$ cat config.mk
export PLATFORM = sky130hd
export DESIGN_NAME = exc_commit
export DESIGN_NICKNAME = d
export VERILOG_FILES = /design/src/rtl/exc_commit_pkg.sv /design/src/rtl/exc_select.sv /design/src/rtl/exc_commit.sv
export SDC_FILE = /design/constraint.sdc
export NUM_CORES = 1
export LEC_CHECK = 0
export CORE_ASPECT_RATIO = 1.75
export CORE_UTILIZATION = 31
export DETAILED_ROUTE_END_ITERATION = 12
export SYNTH_ARGS = -nofsm -noshare
export SYNTH_HDL_FRONTEND = slang
export SYNTH_SLANG_ARGS = --single-unit
export TNS_END_PERCENT = 5
$ cat constraint.sdc
create_clock -name clk -period 2 [get_ports clk]
set_clock_uncertainty 0.05 [all_clocks]
set_input_delay 0.4 -clock clk [delete_from_list [all_inputs] [get_ports clk]]
set_output_delay 0.4 -clock clk [all_outputs]
set_load 0.02 [all_outputs]
$ cat src/rtl/exc_commit_pkg.sv
// rtl/exc_commit_pkg.sv - shared CPU constants, FSM state enum and event-select types for exception commit
package exc_commit_pkg;

    // Exception codes seen by the commit stage
    localparam logic [4:0]  EXC_INT  = 5'd0;
    localparam logic [4:0]  EXC_ADEL = 5'd4;
    localparam logic [4:0]  EXC_ADES = 5'd5;
    localparam logic [4:0]  EXC_TR   = 5'd13;

    // Exception handler entry point (boot-time vector)
    localparam logic [31:0] EXC_VECTOR = 32'hBFC0_0380;

    typedef enum logic [1:0] {
        ST_IDLE  = 2'd0,
        ST_FLUSH = 2'd1,
        ST_CP0WR = 2'd2,
        ST_REDIR = 2'd3
    } exc_state_t;

    // Winning event of the per-way priority selection
    typedef struct packed {
        logic       valid;
        logic       way;
        logic [4:0] code;
        logic       eret;
    } exc_sel_t;

    // Address-error exceptions are the only ones that also load BadVAddr
    function automatic logic is_addr_exc(input logic [4:0] code);
        return (code == EXC_ADEL) || (code == EXC_ADES);
    endfunction

endpackage

$ cat src/rtl/exc_select.sv
// rtl/exc_select.sv - combinational per-way exception/eret priority selection (trap events under EXC_TRAP_EN)
module exc_select
    import exc_commit_pkg::*;
(
    input  logic [1:0]      valid_i,
    input  logic [1:0]      has_exc_i,
    input  logic [1:0][4:0] exc_code_i,
    input  logic [1:0]      eret_i,
    input  logic [4:0]      trap_exc_code_i,
    input  logic [1:0]      trap_way_i,
    input  logic            int_pending_i,
    output exc_sel_t        sel_o
);

    logic [1:0]      trap_hit;
    logic [1:0]      way_evt;
    logic [1:0][4:0] way_code;
    logic [1:0]      way_eret;

`ifdef EXC_TRAP_EN
    // A trap only counts when the trap unit reports the Tr code for that way
    assign trap_hit = trap_way_i & {2{trap_exc_code_i == EXC_TR}};
`else
    // Trap unit present on the interface but never raises an event
    logic unused_trap;
    assign unused_trap = ^{trap_exc_code_i, trap_way_i};
    assign trap_hit    = 2'b00;
`endif

    // Per-way event and code: interrupt (way0 only) > pipeline exc > trap > eret
    always_comb begin
        way_evt  = '0;
        way_code = '0;
        way_eret = '0;
        for (int w = 0; w < 2; w++) begin
            if (w == 0 && int_pending_i && valid_i[0]) begin
                way_evt[w]  = 1'b1;
                way_code[w] = EXC_INT;
            end else if (valid_i[w] && has_exc_i[w]) begin
                way_evt[w]  = 1'b1;
                way_code[w] = exc_code_i[w];
            end else if (valid_i[w] && trap_hit[w]) begin
                way_evt[w]  = 1'b1;
                way_code[w] = EXC_TR;
            end else if (valid_i[w] && eret_i[w]) begin
                way_evt[w]  = 1'b1;
                way_eret[w] = 1'b1;
            end
        end
    end

    // Older way wins; the younger way's event is dropped and flushed later
    always_comb begin
        sel_o = '0;
        if (way_evt[0]) begin
            sel_o.valid = 1'b1;
            sel_o.way   = 1'b0;
            sel_o.code  = way_code[0];
            sel_o.eret  = way_eret[0];
        end else if (way_evt[1]) begin
            sel_o.valid = 1'b1;
            sel_o.way   = 1'b1;
            sel_o.code  = way_code[1];
            sel_o.eret  = way_eret[1];
        end
    end

endmodule

$ cat src/rtl/exc_commit.sv
// rtl/exc_commit.sv - exception/eret commit FSM: flush, CP0 write, fetch redirect (optional EXC_TRAP_EN trap events)
module exc_commit
    import exc_commit_pkg::*;
(
    input  logic             clk,
    input  logic             resetn,
    input  logic [1:0]       valid_i,
    input  logic [1:0][4:0]  exc_code_i,
    input  logic [1:0]       has_exc_i,
    input  logic [1:0][31:0] pc_i,
    input  logic [1:0]       bd_i,
    input  logic [1:0][31:0] badvaddr_i,
    input  logic [1:0]       eret_i,
    input  logic [4:0]       trap_exc_code_i,
    input  logic [1:0]       trap_way_i,
    input  logic             int_pending_i,
    input  logic [31:0]      epc_i,
    output logic [1:0]       commit_mask_o,
    output logic             stall_o,
    output logic             flush_o,
    output logic             cp0_we_o,
    output logic [4:0]       cp0_exc_code_o,
    output logic [31:0]      cp0_epc_o,
    output logic             cp0_bd_o,
    output logic             cp0_badv_we_o,
    output logic [31:0]      cp0_badvaddr_o,
    output logic             cp0_eret_o,
    output logic             redirect_valid_o,
    output logic [31:0]      redirect_pc_o
);

    exc_state_t  state_q;
    exc_sel_t    sel;

    // Event captured in IDLE
    logic [4:0]  code_q;
    logic [31:0] pc_q;
    logic        bd_q;
    logic [31:0] badv_q;
    logic        eret_q;

    // Registered outputs
    logic        flush_q;
    logic        cp0_we_q;
    logic [4:0]  cp0_code_q;
    logic [31:0] cp0_epc_q;
    logic        cp0_bd_q;
    logic        cp0_badv_we_q;
    logic [31:0] cp0_badv_q;
    logic        cp0_eret_q;
    logic        redir_valid_q;

    logic [31:0] epc_d;
    logic        badv_we_d;
    logic [1:0]  commit_mask_d;

    exc_select u_select (
        .valid_i         (valid_i),
        .has_exc_i       (has_exc_i),
        .exc_code_i      (exc_code_i),
        .eret_i          (eret_i),
        .trap_exc_code_i (trap_exc_code_i),
        .trap_way_i      (trap_way_i),
        .int_pending_i   (int_pending_i),
        .sel_o           (sel)
    );

    // Delay-slot instructions report the branch PC (wraps modulo 2^32)
    assign epc_d     = bd_q ? (pc_q - 32'd4) : pc_q;
    assign badv_we_d = is_addr_exc(code_q);

    // Ways allowed to retire: everything older than the selected event
    always_comb begin
        commit_mask_d = 2'b00;
        if (resetn && state_q == ST_IDLE) begin
            if (!sel.valid) begin
                commit_mask_d = valid_i;
            end else if (sel.way) begin
                commit_mask_d = 2'b01 & valid_i;
            end
        end
    end

    // Commit FSM with event latches and registered pulse/data outputs
    always_ff @(posedge clk or negedge resetn) begin
        if (!resetn) begin
            state_q       <= ST_IDLE;
            code_q        <= '0;
            pc_q          <= '0;
            bd_q          <= 1'b0;
            badv_q        <= '0;
            eret_q        <= 1'b0;
            flush_q       <= 1'b0;
            cp0_we_q      <= 1'b0;
            cp0_code_q    <= '0;
            cp0_epc_q     <= '0;
            cp0_bd_q      <= 1'b0;
            cp0_badv_we_q <= 1'b0;
            cp0_badv_q    <= '0;
            cp0_eret_q    <= 1'b0;
            redir_valid_q <= 1'b0;
        end else begin
            flush_q       <= 1'b0;
            cp0_we_q      <= 1'b0;
            cp0_code_q    <= '0;
            cp0_epc_q     <= '0;
            cp0_bd_q      <= 1'b0;
            cp0_badv_we_q <= 1'b0;
            cp0_badv_q    <= '0;
            cp0_eret_q    <= 1'b0;
            redir_valid_q <= 1'b0;
            case (state_q)
                ST_IDLE: begin
                    if (sel.valid) begin
                        code_q  <= sel.code;
                        pc_q    <= pc_i[sel.way];
                        bd_q    <= bd_i[sel.way];
                        badv_q  <= badvaddr_i[sel.way];
                        eret_q  <= sel.eret;
                        flush_q <= 1'b1;
                        state_q <= ST_FLUSH;
                    end
                end
                ST_FLUSH: begin
                    state_q <= ST_CP0WR;
                    if (eret_q) begin
                        cp0_eret_q <= 1'b1;
                    end else begin
                        cp0_we_q      <= 1'b1;
                        cp0_code_q    <= code_q;
                        cp0_epc_q     <= epc_d;
                        cp0_bd_q      <= bd_q;
                        cp0_badv_we_q <= badv_we_d;
                        cp0_badv_q    <= badv_we_d ? badv_q : 32'd0;
                    end
                end
                ST_CP0WR: begin
                    state_q       <= ST_REDIR;
                    redir_valid_q <= 1'b1;
                end
                ST_REDIR: begin
                    state_q <= ST_IDLE;
                    code_q  <= '0;
                    pc_q    <= '0;
                    bd_q    <= 1'b0;
                    badv_q  <= '0;
                    eret_q  <= 1'b0;
                end
                default: state_q <= ST_IDLE;
            endcase
        end
    end

    assign commit_mask_o    = commit_mask_d;
    assign stall_o          = (state_q != ST_IDLE);
    assign flush_o          = flush_q;
    assign cp0_we_o         = cp0_we_q;
    assign cp0_exc_code_o   = cp0_code_q;
    assign cp0_epc_o        = cp0_epc_q;
    assign cp0_bd_o         = cp0_bd_q;
    assign cp0_badv_we_o    = cp0_badv_we_q;
    assign cp0_badvaddr_o   = cp0_badv_q;
    assign cp0_eret_o       = cp0_eret_q;
    assign redirect_valid_o = redir_valid_q;
    // eret returns to the EPC as CP0 presents it during REDIR
    assign redirect_pc_o    = redir_valid_q ? (eret_q ? epc_i : EXC_VECTOR) : 32'd0;

endmodule

# After elaboration in Yosys (flattened, before gate mapping)
# Index checks and enable logic that the tools add are counted.
# classes
addsub	1
multipliers	0
div_mod_pow	0
magnitude_cmp	1
eq_ne	6
shifts	0
muxes	55
bitwise	0
reduce_logical	11
# ops
cell	count
2-to-1 mux 32 bit	14
case mux 32 bit (2 select lines)	2
subtractor 32 x 3 -> 32 bit, second input constant	1
2-to-1 mux 5 bit	6
2-to-1 mux 1 bit	24
2-to-1 mux 8 bit	2
== test 5 x 3 -> 1 bit, second input constant	2
case mux 5 bit (2 select lines)	1
case mux 2 bit (4 select lines)	1
logical AND 1 bit	6
2-to-1 mux 2 bit	3
== test 2 bit, second input constant	2
case mux 1 bit (2 select lines)	2
nonzero test 2 bit	2
== test 2 x 1 -> 1 bit, second input constant	1
zero test 2 bit	1
< comparator 1 x 2 -> 1 bit, second input constant	1
inequality test 2 bit, second input constant	1
AND reduction 2 bit	1
logical OR 1 bit	1
# word_totals
reg_bits	148
latch_bits	0
ramBits	0
mem_bits_ro	0
elab_cells	89
mem_count	0

# Depth between registers and ports, before layout
# logic_depth
word_depth	9
ltp_mapped	9
mapped_depth_nobuf	7

# Cells and area by module
# Synthesis repeated with hierarchy kept, for this count alone.
# unflattened
hier_cells	634
hier_area_um2	6716.4
# by_module_without_submodules
module	instances	cells_per_inst	area_each_um2	seq_area_each_um2
exc_commit	1	619	6591.3	3703.6
exc_select	1	15	125.1	0.0

# Worst setup path after synthesis
# Ideal clock, no wire load.
# synth_timing
kind	reg-to-output
start	register state_q[0]
end	output commit_mask_o[0]
arrival_ps	1427
required_time_ps	1550
slack_ps	123
path_stages_with_launch	5
cell_sequence	dfrtp_1 -> inv_1 -> ha_1 -> nand3_1 -> nor4_1
# synth_between
elab_chain_len	3
# synth_rtl
item	line_no	rtl
from (decl)	exc_commit.sv:32	exc_state_t state_q;
from (signal assigned)	exc_commit.sv:87	state_q <= ST_IDLE;
from (signal assigned)	exc_commit.sv:121	state_q <= ST_FLUSH;
from (signal assigned)	exc_commit.sv:125	state_q <= ST_CP0WR;
zero test 2 bit	exc_commit.sv:75	if (resetn && state_q == ST_IDLE) begin
logical AND 1 bit	exc_commit.sv:75	
2-to-1 mux 2 bit	exc_commit.sv:75	
to (decl)	exc_commit.sv:18	output logic [1:0] commit_mask_o,
# Every way passes these cells.

# Worst setup path in the final report
# layout_timing
start	register eret_q
end	output redirect_pc_o[25]
# layout_between
elab_chain_len	2
# layout_rtl
item	line_no	rtl
from (decl)	exc_commit.sv:40	logic eret_q;
from (signal assigned)	exc_commit.sv:119	eret_q <= sel.eret;
2-to-1 mux 32 bit (2 in series)	exc_commit.sv:166	assign redirect_pc_o = redir_valid_q ? (eret_q ? epc_i : EXC_VECTOR) : 32'd0;
to (decl)	exc_commit.sv:29	output logic [31:0] redirect_pc_o
# Every way passes these cells.

==> summary.md <==
| Metric | Value |
|---|---|
| Placed Cells | `1,231` |
| Dpl ws | `-0.403 ns` |
| Worst-margin pin slew | `0.824 ns` |
| Fmax | `509 MHz` |
| First-pass GRT wire length | `31,000 µm` |
| Switching portion of total power | `35.6%` |
| Number of remaining DRC errors | `0` |
| Crit path cell chain | `buf_4 -> a21boi_0 -> dlygate4sd1_1` |
| Leading cell types in the layout, fill and taps excluded | `clkdlybuf4s50_1 (253), dfrtp_1 (145), nand2_1 (82)` |
| Synth Cell Area | `0.00675 mm²` |
| Number of global-route vias before repair | `5,780` |
| Startpoint types | `flop` |
| Crit-path max FO | `9` |
| Area after DPL | `0.0104 mm²` |
| Final min period | `1.96 ns` |
| Fin nets | `1,153` |
| Slew margin rel. | `45.1%` |
| Status | `finished clean` |
| Total wire length | `19,900 µm` |
| Final period utilization | `98.2%` |
| ANT cells | `0` |
| Max_cap viols | `0` |
| Final instance area | `0.0109 mm²` |
| H-tree Lvls | `4` |
| I/O pin total | `298` |
| Syn avg cell area | `10.6 µm²` |
| CP peak stage delay | `0.44 ns` |
| Internal Power | `0.00821 W` |
| Die height | `197 µm` |
| Non-filler instance count after layout | `1,263` |
| Dpl hpwl | `15,300 µm` |
| FP Rows | `71` |
| RSZ-0062 raised after global routing | `yes` |
| Post-synth EDFFs | `0` |
| Clk_lat worst skew | `0.42 ns` |
| Clk pwr share | `25.6%` |
| Clk slew on worst S/H paths | `0.06 ns` |
| Layout cells sized above 1 | `14.3%` |
| Crit. End Element | `output port` |
| IO buf count | `290` |
| DIE WIDTH | `114 µm` |
| Initial Utilization | `31.5%` |
| Die Area | `0.0224 mm²` |
| RePlAce Congestion | `0.844` |
| Commonest non-fill, non-tap cell in the layout | `clkdlybuf4s50_1` |
| TritonCTS clock tree | `built` |
| Layout filler cell count | `2,000` |
| Initial detailed-routing violation count | `176` |
| P_sw | `0.00454 W` |
| Critical path's slowest cell | `dfrtp_2` |
| Post-route ant nets | `0` |
| Post-synthesis cell count | `637` |
| CTS sink cnt | `148` |
| Seq cells post-synth | `148` |
| Post-synthesis sequential area ratio | `54.9%` |
| Vias per inst | `4.52` |
| Syn nets | `831` |
| Total track usage | `18.4%` |
| P&R area growth vs syn | `61.1%` |
| Hold buffers post-CTS | `0` |
| Library cells used by synthesis | `45` |
| Longest Clk Path Bufs | `2` |
| Vias | `5,708` |
| Root buf cell | `clkbuf_16` |
| Synth Warn # | `0` |
| Pwr dens | `1170 mW/mm²` |
| Setup TNS | `0 ns` |
| Num CTS Buffers | `17` |
| Min-delay worst type | `primary input to async pin` |
| Initial antenna violation count | `0` |
| First drt pass iteration count | `4` |
| Core area | `0.0214 mm²` |
| Largest net degree at the start of global routing | `149` |
| Hold Fails Final Rpt | `0` |
| Final setup fails | `0` |
| Register area | `0.00371 mm²` |
| Power, Total | `0.0127 W` |
| Post-synth ARST share | `100%` |
| WL/cell | `15.8 µm` |
| Combinational power share | `39.3%` |
| Flop pwr share | `35.1%` |
| Setup CP Type | `flop to output port` |
| Primary FF master, synth | `dfrtp_1` |
| Critical Path RT | `1.55 ns` |
| Final Worst Setup Slack | `0.0367 ns` |
| Overflow after GRT | `0` |
| Multi-input gate area | `0.00283 mm²` |
| Worst IR Drop VDD | `0.690 mV` |
| LEAKAGE | `4.79 nW` |
| WP data arrival | `1.51 ns` |
| Max Slew Vio Count | `0` |
[state kept, by name, summed over array words and instances (netlist names)]
name,count
badv_q,32
cp0_badvaddr_o,32
cp0_epc_o,32
pc_q,32
code_q,5
cp0_exc_code_o,5
state_q,2
bd_q,1
cp0_badv_we_o,1
cp0_bd_o,1
cp0_eret_o,1
cp0_we_o,1
eret_q,1
flush_o,1
redirect_valid_o,1
[synth_stat cells, types with 2 or more instances]
cell / count / area [µm²]
o21ai_0: 80 / 400
nor4_2: 2 / 25.0
clkbuf_1: 30 / 113
and3_1: 21 / 131
nand4_1: 3 / 18.8
nor4_1: 4 / 25.0
buf_4: 6 / 45.0
inv_1: 18 / 67.6
and2_1: 41 / 257
nor2_1: 23 / 86.3
nand2_1: 82 / 308
xor2_1: 7 / 61.3
xnor2_1: 4 / 35.0
nor4b_4: 2 / 47.6
nor3_1: 2 / 10.0
o41ai_1: 3 / 26.3
nand3_1: 6 / 30.0
or3_1: 8 / 50.1
nor4_4: 2 / 42.5
a22oi_1: 5 / 37.5
nand2b_1: 7 / 43.8
ha_1: 6 / 75.1
or4_1: 6 / 45.0
a21oi_1: 14 / 70.1
o31ai_1: 7 / 52.6
buf_2: 4 / 20.0
a21boi_0: 12 / 90.1
dfrtp_1: 148 / 3700
mux2i_1: 68 / 681
[critical path, delay by kind of cell, from the launching register on]
kind                   cells  cell delay [ns]
flip-flops                 1             0.44
buffers and inverters      2             0.52
AO/OA/AOI/OAI              1             0.14
[power by group through the flow]
stage / logic (W) / registers [W] / clock network (W)
after floorplan: 0.00262 / 0.00457 / 0
after global placement: 0.00506 / 0.00450 / 0
after detailed placement: 0.00513 / 0.00453 / 0
after CTS: 0.00508 / 0.00447 / 0.00335
after global routing: 0.00559 / 0.00461 / 0.00346
final: 0.00501 / 0.00448 / 0.00327
[per-layer routing]
layer	GRT usage, %	routed length [µm]	vias up
met5	0	0	-
met4	9.26	799	0
met3	3.96	904	38
met2	33.1	10700	157
met1	20.0	7510	2670
li1	-	-	2843
[per-stage QoR]
step	util, %	hold slack [ns]
after floorplan	-	0.0544
after global placement	48.4	0.403
after detailed placement	48.4	0.412
after CTS	51.2	0.168
after global routing	50.8	0.155
final	50.8	0.0640
[cell type report]
class | count | share of cell area (%)
Inverter | 19 | 0.656
Sequential cell | 148 | 34.1
Clock buffer | 22 | 4.46
Multi-Input combinational cell | 429 | 26.0
Timing Repair Buffer | 344 | 30.2
Clock inverter | 9 | 1.16
Tap cell | 292 | 3.36
[cells by family (layout without fill, tap and decap cells)]
| kind of cell | Yosys count | count (layout) | share of synthesized area (%) |
|---|---|---|---|
| buf+inv | 60 | 394 | 3.86 |
| flops | 148 | 148 | 54.9 |
| mux | 69 | 69 | 10.3 |
| simple gates | 216 | 216 | 17.7 |
| xor+xnor | 11 | 11 | 1.43 |
| fa+ha+maj | 6 | 6 | 1.11 |
| compound gates | 127 | 127 | 10.8 |
[path summary, 6_finish.rpt]
kind,start,to,slack [ns],depth (start not counted)
worst max-delay path,eret_q$_DFFE_PN0P_,redirect_pc_o[25],0.04,3
worst min-delay path,resetn,cp0_badvaddr_o[1]$_DFF_PN0_,0.06,2
worst max register to register,pc_q[27]$_DFFE_PN0P_,cp0_epc_o[30]$_DFF_PN0_,0.07,4
worst min register to register,badv_q[5]$_DFFE_PN0P_,badv_q[5]$_DFFE_PN0P_,0.42,2
max in group asynchronous,resetn,redirect_valid_o$_DFF_PN0_,1.18,2
min in group clk,badv_q[5]$_DFFE_PN0P_,badv_q[5]$_DFFE_PN0P_,0.42,2
[repair_timing]
| item | CTS | global route |
|---|---|---|
| gates resized for setup | 76 | 51 |
| pin swaps | 1 | 2 |
| setup buffers | 1 | 0 |
| setup endpoints to repair | 36 | 35 |
Note: power is estimated with default switching activity, not from simulation.
